## src/rtl/score_display_sequencer.sv

```systemverilog
`default_nettype none
// +--------------------------------------------------------------------------+
// | score_display_sequencer                                                  |
// | Round-robin double-dabble hand display plus blinking status word.       |
// | Rev 1.0                                                                  |
// +--------------------------------------------------------------------------+
module score_display_sequencer #(
  parameter int NUM_HANDS = 2,
  parameter int HAND_W    = 6,
  parameter int BLINK_DIV = 25_000_000,
  parameter bit LZB       = 1'b1
) (
  input  logic                            clk_i,
  input  logic                            reset_i,
  input  logic [NUM_HANDS*HAND_W-1:0]     hand_values_i,
  input  logic [2:0]                      msg_sel_i,
  input  logic                            blink_en_i,
  output logic [(2*NUM_HANDS+4)*7-1:0]    hex_out_o,
  output logic                            refresh_done_o
);
  localparam int              IDX_W     = (NUM_HANDS > 1) ? $clog2(NUM_HANDS) : 1;
  localparam int              BLK_W     = $clog2(BLINK_DIV);
  localparam logic [IDX_W-1:0] LAST_IDX = IDX_W'(NUM_HANDS - 1);
  localparam logic [BLK_W-1:0] BLK_MAX  = BLK_W'(BLINK_DIV - 1);
  localparam logic [6:0]      SEG_BLANK = 7'h7F;
  localparam logic [6:0]      SEG_DASH  = 7'h3F;

  typedef enum logic [1:0] {S_IDLE, S_LOAD, S_SHIFT, S_STORE} state_t;

  state_t              state_q, state_d;
  logic [IDX_W-1:0]    idx_q, idx_d;
  logic [HAND_W-1:0]   sreg_q, sreg_d;
  logic [7:0]          bcd_q, bcd_d, bcd_adj;
  logic [2:0]          cnt_q, cnt_d;
  logic                ovr_q, ovr_d;
  logic [6:0]          tens_q [NUM_HANDS];
  logic [6:0]          ones_q [NUM_HANDS];
  logic                hovr_q [NUM_HANDS];
  logic [BLK_W-1:0]    blk_cnt_q, blk_cnt_d;
  logic                phase_q, phase_d;
  logic [2:0]          msg_q;
  logic [(2*NUM_HANDS+4)*7-1:0] hex_q, hex_d;
  logic                done_q;
  logic [HAND_W-1:0]   hand_cur;
  logic                over_range;
  logic                store_last;

  function automatic logic [6:0] seg_digit(input logic [3:0] d);
    case (d)
      4'd0: seg_digit = 7'h40;
      4'd1: seg_digit = 7'h79;
      4'd2: seg_digit = 7'h24;
      4'd3: seg_digit = 7'h30;
      4'd4: seg_digit = 7'h19;
      4'd5: seg_digit = 7'h12;
      4'd6: seg_digit = 7'h02;
      4'd7: seg_digit = 7'h78;
      4'd8: seg_digit = 7'h00;
      4'd9: seg_digit = 7'h10;
      default: seg_digit = SEG_DASH;
    endcase
  endfunction

  // Packed {slot3, slot2, slot1, slot0}; slot3 is the leftmost character.
  function automatic logic [27:0] msg_glyphs(input logic [2:0] m);
    case (m)
      3'd0: msg_glyphs = {7'h0C, 7'h47, 7'h08, 7'h11};  // PLAY
      3'd1: msg_glyphs = {7'h12, 7'h07, 7'h2F, 7'h07};  // STRT
      3'd2: msg_glyphs = {7'h21, 7'h06, 7'h08, 7'h47};  // DEAL
      3'd3: msg_glyphs = {7'h7F, 7'h41, 7'h4F, 7'h2B};  // WIN
      3'd4: msg_glyphs = {7'h47, 7'h40, 7'h12, 7'h06};  // LOSE
      3'd5: msg_glyphs = {7'h7F, 7'h07, 7'h4F, 7'h06};  // TIE
      3'd6: msg_glyphs = {7'h03, 7'h41, 7'h12, 7'h07};  // BUST
      default: msg_glyphs = {4{SEG_BLANK}};
    endcase
  endfunction

  assign hand_cur   = hand_values_i[idx_q*HAND_W +: HAND_W];
  assign over_range = (8'(hand_cur) > 8'd99);
  assign store_last = (state_q == S_STORE) && (idx_q == LAST_IDX);
  assign bcd_adj[3:0] = (bcd_q[3:0] >= 4'd5) ? bcd_q[3:0] + 4'd3 : bcd_q[3:0];
  assign bcd_adj[7:4] = (bcd_q[7:4] >= 4'd5) ? bcd_q[7:4] + 4'd3 : bcd_q[7:4];

  always_comb begin
    state_d = state_q;
    idx_d   = idx_q;
    sreg_d  = sreg_q;
    bcd_d   = bcd_q;
    cnt_d   = cnt_q;
    ovr_d   = ovr_q;
    case (state_q)
      S_IDLE: begin
        state_d = S_LOAD;
        idx_d   = '0;
      end
      S_LOAD: begin
        sreg_d = hand_cur;
        bcd_d  = '0;
        ovr_d  = over_range;
        cnt_d  = 3'(HAND_W);
        state_d = over_range ? S_STORE : S_SHIFT;
      end
      S_SHIFT: begin
        bcd_d  = {bcd_adj[6:0], sreg_q[HAND_W-1]};
        sreg_d = sreg_q << 1;
        cnt_d  = cnt_q - 3'd1;
        if (cnt_q == 3'd1) state_d = S_STORE;
      end
      S_STORE: begin
        state_d = S_LOAD;
        idx_d   = (idx_q == LAST_IDX) ? '0 : idx_q + IDX_W'(1);
      end
      default: state_d = S_IDLE;
    endcase
  end

  always_ff @(posedge clk_i or posedge reset_i) begin
    if (reset_i) begin
      state_q <= S_IDLE;
      idx_q   <= '0;
      sreg_q  <= '0;
      bcd_q   <= '0;
      cnt_q   <= '0;
      ovr_q   <= 1'b0;
    end else begin
      state_q <= state_d;
      idx_q   <= idx_d;
      sreg_q  <= sreg_d;
      bcd_q   <= bcd_d;
      cnt_q   <= cnt_d;
      ovr_q   <= ovr_d;
    end
  end

  // Only STORE commits digits, so an aborted conversion never reaches the display.
  always_ff @(posedge clk_i or posedge reset_i) begin
    if (reset_i) begin
      for (int h = 0; h < NUM_HANDS; h++) begin
        tens_q[h] <= SEG_BLANK;
        ones_q[h] <= SEG_BLANK;
        hovr_q[h] <= 1'b0;
      end
    end else if (state_q == S_STORE) begin
      tens_q[idx_q] <= (LZB && bcd_q[7:4] == 4'd0) ? SEG_BLANK : seg_digit(bcd_q[7:4]);
      ones_q[idx_q] <= seg_digit(bcd_q[3:0]);
      hovr_q[idx_q] <= ovr_q;
    end
  end

  // A message change restarts the blink period so the new word is seen in full.
  always_comb begin
    blk_cnt_d = blk_cnt_q;
    phase_d   = phase_q;
    if (msg_sel_i != msg_q) begin
      blk_cnt_d = '0;
      phase_d   = 1'b0;
    end else if (blk_cnt_q == BLK_MAX) begin
      blk_cnt_d = '0;
      phase_d   = ~phase_q;
    end else begin
      blk_cnt_d = blk_cnt_q + BLK_W'(1);
    end
  end

  always_comb begin
    hex_d = '1;
    hex_d[27:0] = (blink_en_i && phase_d) ? {4{SEG_BLANK}} : msg_glyphs(msg_sel_i);
    for (int h = 0; h < NUM_HANDS; h++) begin
      hex_d[(4+2*h)*7 +: 7] = hovr_q[h] ? SEG_DASH : ones_q[h];
      hex_d[(5+2*h)*7 +: 7] = hovr_q[h] ? SEG_DASH : tens_q[h];
    end
  end

  always_ff @(posedge clk_i or posedge reset_i) begin
    if (reset_i) begin
      blk_cnt_q <= '0;
      phase_q   <= 1'b0;
      msg_q     <= 3'd7;
      hex_q     <= '1;
      done_q    <= 1'b0;
    end else begin
      blk_cnt_q <= blk_cnt_d;
      phase_q   <= phase_d;
      msg_q     <= msg_sel_i;
      hex_q     <= hex_d;
      done_q    <= store_last;
    end
  end

  assign hex_out_o      = hex_q;
  assign refresh_done_o = done_q;

endmodule
`default_nettype wire

```

## config.mk

```make
export PLATFORM = sky130hd
export DESIGN_NAME = score_display_sequencer
export DESIGN_NICKNAME = d
export VERILOG_FILES = /design/src/rtl/score_display_sequencer.sv
export SDC_FILE = /design/constraint.sdc
export NUM_CORES = 1
export LEC_CHECK = 0
export CAP_MARGIN = 0
export CELL_PAD_IN_SITES_DETAIL_PLACEMENT = 0
export CELL_PAD_IN_SITES_GLOBAL_PLACEMENT = 1
export CORE_MARGIN = 3
export CORE_UTILIZATION = 30
export DETAILED_ROUTE_END_ITERATION = 12
export GPL_TIMING_DRIVEN = 1
export PLACE_DENSITY = 0.58
export SLEW_MARGIN = 10
export SYNTH_ARGS = -nofsm -noshare
export SYNTH_HDL_FRONTEND = slang
export SYNTH_SLANG_ARGS = --single-unit
export TNS_END_PERCENT = 1
```

## constraint.sdc

```tcl
create_clock -name clk_i -period 6.1 [get_ports clk_i]
set_input_delay 0.61 -clock clk_i [delete_from_list [all_inputs] [get_ports clk_i]]
set_output_delay 0.61 -clock clk_i [all_outputs]
set_load 0.05 [all_outputs]
```

==> metrics.txt, run 1 <==
gr ovfl total 0; Leak 2.99 nW; CP startpoint msg_sel_i[0]; initial core utilization 31.2%; CTS tree built; Layout fillers 1767; clock sinks 129; Synth Register Bits 129; die area 0.0208 mm²; Synth-to-Final Area Change 25.2%; Post-route DRC 0; Post-Syn Instances 538; Area contributors post-synth dfstp_2, dfrtp_1, o21ai_0, nand2_1, nor2_1; first-pass GRT wire length 19.5 mm; CTS Buffer Depth 2; Critical R2R Launch blk_cnt_q[0]$_DFF_PP0_; Startpoint Class input pin; total CTS buffers 17; clock latency on the worst-skew pair 0.42 ns; Layout Cells excl Fill 841; vias in the first global route 3918; Post-synth EDFFs 0; Avg Vias per Cell 4.61; post-route minimum period 2.54 ns; top-area cell type share of the netlist area 36.8%; worst-margin pin slew 1.00 ns; die width 144 µm; status finished clean; DRT iter0 DRCs 218; max-cap viol count 0; RSZ-0062 raised after global routing no; # placed instances 809; synth warn 0; FF+latch area 0.00333 mm²; layout cells sized above 1 25.8%; fmax 393 MHz; asr flop ratio synth 100%; post-cts sizing count 0; PnR worst setup slack 3.56 ns; hold buffers post-CTS 0; hpwl dp 7.92 mm; postcts setup bufs 0; Worst R2R End hex_out_o[25]$_DFF_PP1_; worst-path fanout max 21; wire length per cell 13.8 µm; Die H 144 µm; Max IR drop VDD 0.000186 V; Nets 633; R2R Setup Slk 3.63 ns; number of diodes 0; count of different cell masters after synthesis 52; cell taking the most area after synthesis dfstp_2; WP data arrival 2.90 ns; Slew HR 33.3%; area of the multi-input gates 0.00213 mm²; skew final 0.00960 ns; final wirelength 11.6 mm; Mean Syn Cell Area 10.6 µm²; Buffers on Ports 74; CTS HTree Levels 4; PD cells 425 mW/mm²; Hold WC Path Type reg -> reg; vias 3873; # IOs 75; Post-DP Area 0.00659 mm²; CTS root buf clkbuf_16; post-synth design cell area 0.00572 mm²; Rows 49; Top FF cell, synth dfstp_2; Final Max Slew Viols 0; Seq/Total Area, Yosys 58.2%; crit path to hex_out_o[25]$_DFF_PP1_; largest net degree at the start of global routing 78; core area 0.0183 mm²; final antenna-violating net count 0; global-route usage over all layers 12.0%; final setup violation count 0; GPL Wtd Cong 0.803; Critical Path End Type flip-flop; Place WS 3.11 ns; initial antenna violation count 0; WP data required 6.46 ns; Worst R2R Path Depth 6; setup TNS 0 ns; syn nets 572; CTS clk-pin slew, worst paths 0.05 ns; drt pass-1 iters 4; hold wc startpoint ones_q[3]$_DFFE_PP1P_; hold slack final 0.472 ns; Final period util 41.7%; Setup CP Type in -> reg; Hold Vio Cnt, Final 0; cell area after layout 0.00716 mm²
[where the power goes]
| part | internal (mW) | switching, mW |
|---|---|---|
| registers | 1.14 | 0.0920 |
| clock network | 0.616 | 0.367 |
| logic | 0.299 | 0.531 |
| total | 2.05 | 0.990 |
[critical path, stage by stage]
cell	delay, ns
clkdlybuf4s50_1	0.73
xor2_1	0.27
nor3_1	0.46
nand2_1	0.11
a21o_1	0.44
or2b_1	0.27
[Yosys cell counts (3+ instances only)]
cell type	count
mux2i_1	7
and2_1	3
nand2_2	10
nand2_1	58
nand4_1	6
nor3_1	4
o21ai_0	46
nor2b_1	7
nor4_1	3
a2bb2oi_1	3
inv_1	24
dfstp_2	80
o22ai_1	4
mux2_2	5
nand2b_1	3
xnor2_1	12
or2_2	26
nor2_1	54
a21oi_1	16
o31ai_1	7
ha_1	16
clkbuf_1	20
dfrtp_1	49
xor2_1	18
buf_4	7
nand3_1	14
[kinds of logic (layout without fill, tap and decap cells)]
family,after synthesis,in the layout,share of synthesized area (%)
AOI/OAI and AO/OA,89,89,9.08
xor gates and xnor gates,30,30,4.59
adders and majority gates,16,16,3.50
buffers and inverters,58,132,4.86
DFF,129,129,58.2
muxes,12,12,2.21
and+or+nand+nor,204,204,17.6
[how the worst min path moves through the flow]
stage                              endpoint  slack (ns)  cells past startpoint
finish                ones_q[3]$_DFFE_PP1P_        0.47                      2
global route        hex_out_o[55]$_DFF_PP1_        0.49                      1
CTS                   ones_q[3]$_DFFE_PP1P_        0.48                      2
global placement      ones_q[3]$_DFFE_PP1P_        0.46                      2
floorplan           hex_out_o[41]$_DFF_PP1_        0.43                      1
detailed placement   ones_q[13]$_DFFE_PP1P_        0.47                      2
[placed cells by master, fill, tap and decap left out, types with 5 or more instances in the layout]
master           instances
a21oi_1                 16
clkbuf_16               17
clkdlybuf4s50_1         74
clkinv_2                 8
dfrtp_1                 49
dfstp_2                 80
ha_1                    16
inv_1                   23
mux2_2                   5
mux2i_1                  7
nand2_1                 58
nand2_2                 10
nand3_1                 14
nand4_1                  6
nor2_1                  54
nor2b_1                  7
o21ai_0                 46
o31ai_1                  6
or2_2                   26
xnor2_1                 12
xor2_1                  18
[registers in the layout, indices dropped and copies added (netlist names)]
| signal | flops |
|---|---|
| msg_q | 3 |
| hovr_q | 2 |
| sreg_q | 6 |
| hex_out_o | 49 |
| bcd_q | 8 |
| refresh_done_o | 1 |
| phase_q | 1 |
| idx_q | 1 |
| blk_cnt_q | 25 |
| state_q | 2 |
| tens_q | 14 |
| ones_q | 14 |
| cnt_q | 3 |
[metrics by stage]
step | total power, mW | utilization, %
after floorplan | 1.82 | -
after global placement | 2.08 | 35.9
after detailed placement | 2.09 | 35.9
after CTS | 3.09 | 39.0
after global routing | 3.20 | 39.0
final | 3.04 | 39.0
[layout make-up]
cell class / count / share of cell area [%]
clock buffer: 20 / 6.38
clock inverter: 12 / 1.61
inverter: 25 / 1.35
multi-input combinational: 351 / 29.7
sequential: 129 / 46.5
tap: 229 / 4.00
timing repair buffer: 75 / 10.5
[layer usage]
metal  GRT usage, %  vias up  part of all wire [%]
met5              0        -                     0
met4           3.87        0                   1.0
met3           4.23       16                   4.2
met2           19.5       70                    48
met1           14.8     1893                    46
li1               -     1894                     -
Power figures use the tool's default switching activity.
==> inputs of run 2 (changes only) <==
PLACE_DENSITY = 0.6   (was 0.58)
clock period = 2.25 ns   (was 6.1 ns; I/O delays follow)
==> metrics.txt, run 2 (same netlist as run 1, synthesis figures left out) <==
drt pass-1 iters 4; hpwl dp 8.51 mm; final antenna-violating net count 0; Hold WC Path Type in -> async; worst-path fanout max 5; Slew HR 62.7%; PD cells 1130 mW/mm²; Synth-to-Final Area Change 29.6%; CTS root buf clkbuf_16; CTS Buffer Depth 2; Critical Path End Type flip-flop; Setup CP Type reg -> reg; Avg Vias per Cell 4.50; core area 0.0183 mm²; # IOs 75; Hold Vio Cnt, Final 0; worst-margin pin slew 0.558 ns; Flop pwr share 39.6%; Final period util 93.3%; GPL Wtd Cong 0.821; CTS HTree Levels 4; die width 144 µm; CTS clk-pin slew, worst paths 0.06 ns; post-route minimum period 2.10 ns; vias 3891; setup TNS 0 ns; status finished clean; WP data required 2.61 ns; Buffers on Ports 74; Pint 5.66 mW; initial antenna violation count 0; skew final 0.00495 ns; Final Max Slew Viols 0; DRT iter0 DRCs 149; most common cell after layout, fill and taps aside dfstp_2; gr ovfl total 0; clock latency on the worst-skew pair 0.41 ns; total power 8.37 mW; vias in the first global route 4091; wire length per cell 13.6 µm; Max IR drop VDD 0.000588 V; Die H 144 µm; Nets 658; first-pass GRT wire length 20.2 mm; Rows 49; max FFs per register 49; layout cells sized above 1 28.9%; clock network fraction of design power 33.0%; clock sinks 129; fmax 477 MHz; Post-route DRC 0; total CTS buffers 17; final setup violation count 0; Leak 3.13 nW; number of diodes 0; combinational power share 27.4%; Layout fillers 1726; RSZ-0062 raised after global routing no; Switching Share 32.4%; initial core utilization 31.2%; most frequent cells in the layout dfstp_2, clkdlybuf4s50_1, nand2_1, nor2_1, dfrtp_1; WP data arrival 2.45 ns; switching pwr 2.71 mW; final wirelength 11.7 mm; CTS tree built; max-cap viol count 0; largest net degree at the start of global routing 50; die area 0.0208 mm²; global-route usage over all layers 12.4%; Startpoint Class flip-flop
-- run 2: changes by cell type in the layout (fill, tap and decap cells not counted), moves of 2 or more --
cell / delta
buf_4: +22
clkinv_2: -5
clkbuf_16: +3
buf_12: +2
clkinv_4: +2
inv_6: +2
-- run 2: layer usage --
metal / part of all wire [%] / track usage, % / vias to the layer above
met1: 45 / 15.4 / 1866
met3: 3.9 / 3.80 / 16
met5: 0 / 0 / -
met4: 1.9 / 4.66 / 0
met2: 49 / 20.2 / 67
li1: - / - / 1942
-- run 2: cell type report --
class,instances,area (µm²),area share (%)
sequential,129,3330,44.9
multi-input combinational,351,2130,28.7
timing repair buffer,100,965,13.0
clock buffer,21,514,6.94
tap,229,287,3.86
inverter,25,97.6,1.32
clock inverter,10,95.1,1.28
-- run 2: what timing repair did --
item	in CTS	in global routing
setup buffers	0	1
hold buffers	0	0
resized for setup	0	2
setup endpoints to repair	0	11
-- run 2: power groups by stage --
stage          clock network, mW  registers [mW]  logic, mW
2_1_floorplan                  0            4.14      0.797
3_3_place_gp                   0            3.35       2.31
3_5_place_dp                   0            3.36       2.32
4_1_cts                     2.86            3.33       2.32
5_1_grt                     2.96            3.39       2.46
6_report                    2.76            3.32       2.29
-- run 2: critical path, stage by stage (launching register included) --
cell and delay (ns):
dfrtp_1 0.41, nand4_2 0.14, or4b_1 0.50, or4_1 0.44
a21o_1 0.25, buf_4 0.16, or2b_1 0.14
-- run 2: final timing paths --
| kind | from | end | slack [ns] | cells past startpoint |
|---|---|---|---|---|
| setup / recovery | blk_cnt_q[12]$_DFF_PP0_ | hex_out_o[1]$_DFF_PP1_ | 0.15 | 6 |
| hold / removal | reset_i | ones_q[9]$_DFFE_PP1P_ | 0.42 | 2 |
| setup reg to reg | blk_cnt_q[12]$_DFF_PP0_ | hex_out_o[1]$_DFF_PP1_ | 0.15 | 6 |
| hold reg to reg | ones_q[3]$_DFFE_PP1P_ | ones_q[3]$_DFFE_PP1P_ | 0.47 | 2 |
| max in group asynchronous | reset_i | hex_out_o[33]$_DFF_PP1_ | 1.45 | 3 |
| min in group clk_i | hand_values_i[0] | sreg_q[0]$_DFFE_PP0P_ | 0.45 | 3 |
-- run 2: per-stage QoR --
step / util (%) / instance area [µm²] / hold WS, ns / worst slack [ns] / cells
finish: 40.4 / 7410 / 0.419 / 0.152 / 865
global route: 40.4 / 7410 / 0.451 / 0.0170 / 865
CTS: 40.4 / 7400 / 0.416 / 0.0776 / 864
detailed placement: 37.1 / 6790 / 0.469 / 0.0907 / 833
global placement: 37.1 / 6790 / 0.462 / 0.161 / 833
floorplan: - / 5720 / 0.229 / 0.169 / 538
==> inputs of run 3 (changes only) <==
SLEW_MARGIN = 20   (was 10)
==> results of run 3 <==
No change in the layout: final DEF, timing and power equal those of run 2.
